--- src/rtl/jk_bank_ctrl_if.sv ---
// Command channel between a command master and the JK bank controller.
interface jk_bank_ctrl_if #(
    parameter int N  = 4,
    parameter int CW = 8
);
    logic          cmd_valid;
    logic          cmd_ready;
    logic [2:0]    cmd_op;
    logic [N-1:0]  cmd_data;
    logic [CW-1:0] cmd_count;

    modport master (
        output cmd_valid,
        output cmd_op,
        output cmd_data,
        output cmd_count,
        input  cmd_ready
    );

    modport slave (
        input  cmd_valid,
        input  cmd_op,
        input  cmd_data,
        input  cmd_count,
        output cmd_ready
    );
endinterface

--- src/rtl/jk_bank_ctrl.sv ---
// Command-driven sequencer for a bank of N JK flip-flops. Each accepted
// command becomes per-bit j/k drive for one or more cycles; the bank applies
// ns = (j & ~q) | (~k & q) on every edge, holding whenever j = k = 0.
module jk_bank_ctrl #(
    parameter int N  = 4,
    parameter int CW = 8
) (
    input  logic         clk,
    input  logic         rst_n,
    jk_bank_ctrl_if.slave cmd,
    output logic [N-1:0] q,
    output logic [N-1:0] j,
    output logic [N-1:0] k,
    output logic         busy,
    output logic         done
);

    typedef enum logic [1:0] {
        IDLE,
        EXEC,
        DONE
    } state_t;

    typedef enum logic [2:0] {
        OP_NOP  = 3'd0,
        OP_SET  = 3'd1,
        OP_CLR  = 3'd2,
        OP_TOG  = 3'd3,
        OP_LOAD = 3'd4,
        OP_UP   = 3'd5,
        OP_DN   = 3'd6,
        OP_RSVD = 3'd7
    } op_t;

    state_t        state;
    state_t        state_next;
    op_t           op_q;
    logic [N-1:0]  data_q;
    logic [CW-1:0] cnt_q;
    logic          ready_en;
    logic          cmd_ready_int;
    logic          accept;
    logic          accept_is_cnt;
    logic          exec_is_cnt;

    // cmd_ready stays low through reset and rises one cycle after release,
    // so ready_en gates the IDLE decode; both are registers.
    assign cmd_ready_int = ready_en && (state == IDLE);
    assign cmd.cmd_ready = cmd_ready_int;
    assign busy          = (state == EXEC);
    assign done          = (state == DONE);

    assign accept        = cmd.cmd_valid && cmd_ready_int;
    assign accept_is_cnt = (op_t'(cmd.cmd_op) == OP_UP) || (op_t'(cmd.cmd_op) == OP_DN);
    assign exec_is_cnt   = (op_q == OP_UP) || (op_q == OP_DN);

    // State register plus the post-reset ready enable.
    always_ff @(posedge clk or negedge rst_n) begin
        if (!rst_n) begin
            state    <= IDLE;
            ready_en <= 1'b0;
        end else begin
            state    <= state_next;
            ready_en <= 1'b1;
        end
    end

    // Next-state: zero-length counts go straight to DONE; counts leave EXEC
    // on their last step, every other op after a single EXEC cycle.
    always_comb begin
        state_next = state;
        case (state)
            IDLE: begin
                if (accept) begin
                    if (accept_is_cnt && (cmd.cmd_count == '0)) begin
                        state_next = DONE;
                    end else begin
                        state_next = EXEC;
                    end
                end
            end
            EXEC: begin
                if (!exec_is_cnt || (cnt_q == CW'(1))) begin
                    state_next = DONE;
                end
            end
            DONE: begin
                state_next = IDLE;
            end
            default: begin
                state_next = IDLE;
            end
        endcase
    end

    // Command latch and step down-counter.
    always_ff @(posedge clk or negedge rst_n) begin
        if (!rst_n) begin
            op_q   <= OP_NOP;
            data_q <= '0;
            cnt_q  <= '0;
        end else if (accept) begin
            op_q   <= op_t'(cmd.cmd_op);
            data_q <= cmd.cmd_data;
            cnt_q  <= cmd.cmd_count;
        end else if ((state == EXEC) && exec_is_cnt) begin
            cnt_q  <= cnt_q - CW'(1);
        end
    end

    // Per-bit drive. Counting toggles bit i when all lower bits are 1 (up)
    // or all lower bits are 0 (down); a running AND carries that term.
    always_comb begin
        logic run_up;
        logic run_dn;
        j      = '0;
        k      = '0;
        run_up = 1'b1;
        run_dn = 1'b1;
        if (state == EXEC) begin
            case (op_q)
                OP_SET: begin
                    j = data_q;
                end
                OP_CLR: begin
                    k = data_q;
                end
                OP_TOG: begin
                    j = data_q;
                    k = data_q;
                end
                OP_LOAD: begin
                    j = data_q;
                    k = ~data_q;
                end
                OP_UP: begin
                    for (int unsigned i = 0; i < N; i++) begin
                        j[i]   = run_up;
                        k[i]   = run_up;
                        run_up = run_up & q[i];
                    end
                end
                OP_DN: begin
                    for (int unsigned i = 0; i < N; i++) begin
                        j[i]   = run_dn;
                        k[i]   = run_dn;
                        run_dn = run_dn & ~q[i];
                    end
                end
                default: begin
                    j = '0;
                    k = '0;
                end
            endcase
        end
    end

    // JK bank: standard JK next-state on every edge.
    always_ff @(posedge clk or negedge rst_n) begin
        if (!rst_n) begin
            q <= '0;
        end else begin
            q <= (j & ~q) | (~k & q);
        end
    end

endmodule

--- src/flat_wrapper.sv ---
// flat-port wrapper written by rule: the top's interface ports become plain ports
module jk_bank_ctrl_flat 
#(
    parameter int N  = 4,
    parameter int CW = 8
)
  (clk, rst_n, q, j, k, busy, done, cmd_cmd_valid, cmd_cmd_op, cmd_cmd_data, cmd_cmd_count, cmd_cmd_ready);
  jk_bank_ctrl_if #(.N(N), .CW(CW)) cmd_i ();
  input  logic clk;
  input  logic rst_n;
  output logic [N-1:0] q;
  output logic [N-1:0] j;
  output logic [N-1:0] k;
  output logic busy;
  output logic done;
  input wire logic [$bits(cmd_i.cmd_valid)-1:0] cmd_cmd_valid;
  input wire logic [$bits(cmd_i.cmd_op)-1:0] cmd_cmd_op;
  input wire logic [$bits(cmd_i.cmd_data)-1:0] cmd_cmd_data;
  input wire logic [$bits(cmd_i.cmd_count)-1:0] cmd_cmd_count;
  output wire logic [$bits(cmd_i.cmd_ready)-1:0] cmd_cmd_ready;
  assign cmd_i.cmd_valid = cmd_cmd_valid;
  assign cmd_i.cmd_op = cmd_cmd_op;
  assign cmd_i.cmd_data = cmd_cmd_data;
  assign cmd_i.cmd_count = cmd_cmd_count;
  assign cmd_cmd_ready = cmd_i.cmd_ready;
  jk_bank_ctrl #(.N(N), .CW(CW)) u_core (.clk(clk), .rst_n(rst_n), .cmd(cmd_i), .q(q), .j(j), .k(k), .busy(busy), .done(done));
endmodule
--- config.mk ---
export PLATFORM = sky130hd
export DESIGN_NAME = jk_bank_ctrl_flat
export DESIGN_NICKNAME = d
export VERILOG_FILES = /design/src/rtl/jk_bank_ctrl_if.sv /design/src/rtl/jk_bank_ctrl.sv /design/src/flat_wrapper.sv
export SDC_FILE = /design/constraint.sdc
export NUM_CORES = 1
export LEC_CHECK = 0
export ABC_AREA = 1
export BUFFER_PORTS_ARGS = -buffer_cell sky130_fd_sc_hd__buf_2
export CAP_MARGIN = 20
export CORE_ASPECT_RATIO = 0.7
export CORE_MARGIN = 1.5
export CORE_UTILIZATION = 36
export CTS_BUF_LIST = sky130_fd_sc_hd__clkbuf_2
export CTS_CLUSTER_DIAMETER = 100
export DETAILED_ROUTE_END_ITERATION = 7
export MAX_ROUTING_LAYER = met4
export PLACE_DENSITY_LB_ADDON = 0.12
export RECOVER_POWER = 100
export SETUP_SLACK_MARGIN = 0.1
export SLEW_MARGIN = 20
export SYNTH_ARGS = -nofsm -noshare
export SYNTH_HDL_FRONTEND = slang
export SYNTH_SLANG_ARGS = --single-unit
--- constraint.sdc ---
create_clock -name clk -period 1.66 [get_ports clk]
set_input_delay 0.083 -clock clk [delete_from_list [all_inputs] [get_ports clk]]
set_output_delay 0.083 -clock clk [all_outputs]
set_load 0.03 [all_outputs]
==> summary.txt <==
drt pass-1 iters -> 4
DR DRC count -> 0
Die H -> 56.4 um
global route overflow -> 0
max-slew violations -> 0
Final setup viols -> 2
Cells after Synth -> 227
vias in the first global route -> 1357
Final Hold Violating Endpoints -> 0
Routed WL per cell -> 11.8 um
first-pass GRT wire length -> 6290 um
total number of vias -> 1522
Tightest Pin Transition -> 1.31 ns
Fin Setup TNS -> -0.0315 ns
Reg clk slew, reported paths -> 0.21 ns
Detail Route Antenna Nets -> 0
failing checks -> negative setup slack
RSZ-0062 raised after global routing -> yes
initial core utilization -> 0.374
CP max FO -> 5
largest net degree at the start of global routing -> 23
total global-route track usage -> 0.188
headroom to the max-slew limit -> 0.127
boundary pin count -> 33
post-synth top area share -> 0.375
layout cells sized above 1 -> 0.309
overall power -> 3.88 mW
Leakage -> 1.09 nW
worst path arrival time -> 1.60 ns
Critical Path Max Stage Delay -> 0.52 ns
initial drt markers -> 116
initial antenna violation count -> 0
CTS tree -> done
pre-CTS setup slack -> 0.270 ns
sequential fraction of the synthesis area -> 0.375
Port Buffer Count -> 32
Core Area -> 3920 um^2
most frequent cells in the layout -> nand2_1 (74), inv_1 (26), nor2_1 (19), buf_2 (19)
critical path buffer and inverter count -> 1
worst hold path type -> in -> reg
CP Class -> reg -> out
syn nets -> 247
Worst setup SP type -> flip-flop
Hold WS -> 0.0179 ns
peak supply drop -> 1.01 mV
fin nets -> 299
Syn Area/Cell -> 6.47 um^2
fin worst setup slack -> -0.0235 ns
Slowest-stage cell, CP -> dfrtp_2
CTS H-tree depth -> 1
post-DP HPWL -> 2600 um
Critical Path RT -> 1.58 ns
Seq cells post-synth -> 22
cell family with most CP delay -> flip-flops
Area Overhead vs Synth -> 40.6%
Max Fclk -> 0.594 GHz
status -> complete, but fails checks
maxcap violations -> 0
period utilization -> 1.01
Rows -> 19
antenna fix cells -> 0
Detailed Route WL -> 3910 um
Ys Warns -> 0
Sink Count -> 22
Yosys top cell by area -> dfrtp_1
post-layout min period -> 1.68 ns
CTS buffer count -> 3
worst-skew pair later-pin latency -> 0.34 ns
DR vias/cell -> 4.61
Post-Syn Area -> 1470 um^2
Clock Root Buffer -> clkbuf_2
Critical Path, Cell by Cell -> nor2_4 -> nand2_4 -> nand2_4 -> nand2_2 -> a21oi_2 -> buf_6
Max clock buf depth -> 2
die area -> 4470 um^2
cell mode on critical path -> nand2_4
routability cong. -> 0.836
die span in x -> 79.3 um
most common cell after layout, fill and taps aside -> nand2_1
Clock Skew -> 0.0182 ns
Synth cell types -> 23
Synth area leaders -> dfrtp_1 (38%), nand2_1 (22%), inv_1 (7.9%)
power per cell area -> 1880 nW/um^2
Crit. End Element -> primary output
[tightest hold or removal path: stages]
cell     delay, ns
buf_2         0.09
inv_1         0.06
o21ai_0       0.09
[cell usage after synthesis]
library cell / n
nand2_1: 85
inv_1: 31
nor2_1: 25
dfrtp_1: 22
nand3_1: 19
o21ai_0: 10
a21oi_1: 6
inv_2: 4
nand2_2: 3
nand3_2: 3
nor2_2: 3
buf_4: 2
ha_1: 2
o21ai_1: 2
xnor2_1: 2
a21oi_2: 1
buf_2: 1
conb_1: 1
nand2_4: 1
nand3b_1: 1
nand4_1: 1
nor2_4: 1
xor2_1: 1
[metrics by stage]
step	instances	instance area (um^2)	util
2_1_floorplan	227	1470	-
3_3_place_gp	310	1690	0.430
3_5_place_dp	310	1690	0.430
4_1_cts	327	1920	0.490
5_1_grt	330	2060	0.526
6_report	330	2060	0.526
[registers in the layout, indices dropped and copies added (netlist names)]
signal           count
u_core.op_q          3
u_core.data_q        4
u_core.ready_en      1
u_core.state         2
u_core.q             4
u_core.cnt_q         8
[cell type report]
cell class / instances / area [um^2]
Sequential cell: 22 / 556
Inverter: 35 / 136
Timing Repair Buffer: 50 / 384
Clock buffer: 3 / 15.0
Tap cell: 52 / 65.1
Multi-Input combinational cell: 167 / 903
Fill cell: 394 / 1860
Clock inverter: 1 / 3.75
[cell families after synthesis]
group	count (synthesis)	synth area share
buf+inv	38	0.103
xor+xnor	3	0.0179
other cells	1	0.00256
fa+ha+maj	2	0.0170
flops	22	0.375
compound gates	19	0.0674
simple gates	142	0.417
[per-layer routing]
| metal | track usage | share of wire |
|---|---|---|
| met5 | - | 0 |
| met4 | 0.0376 | 0.0049 |
| met3 | 0.0407 | 0.047 |
| met2 | 0.256 | 0.44 |
| met1 | 0.284 | 0.51 |
[final timing paths]
kind / slack [ns] / endpoint / cells after the start / from
max in group asynchronous: 0.28 / u_core.op_q[0] / 2 / rst_n
min in group asynchronous: 0.51 / u_core.q[2] / 2 / rst_n
worst min-delay path: 0.02 / u_core.op_q[2] / 3 / cmd_cmd_op[2]
worst max register to register: 0.30 / u_core.state[1] / 8 / u_core.state[0]
worst min register to register: 0.53 / u_core.q[3] / 2 / u_core.q[3]
worst max-delay path: -0.02 / j[0] / 6 / u_core.op_q[0]
[report_power, final]
group	total (mW)	switching [mW]	internal (mW)
logic	2.58	1.60	0.978
clock network	0.226	0.173	0.0523
registers	1.08	0.292	0.789
[timing repair]
item / in CTS / in global routing
endpoints found under the setup margin: 9 / 10
endpoints found under the hold margin: 31 / 0
cloned: 0 / 0
setup buffers: 3 / 3
pin swaps: 8 / 14
gates resized for setup: 31 / 35
hold buffers: 10 / 0
No activity file was read; power rests on OpenSTA's default activity.
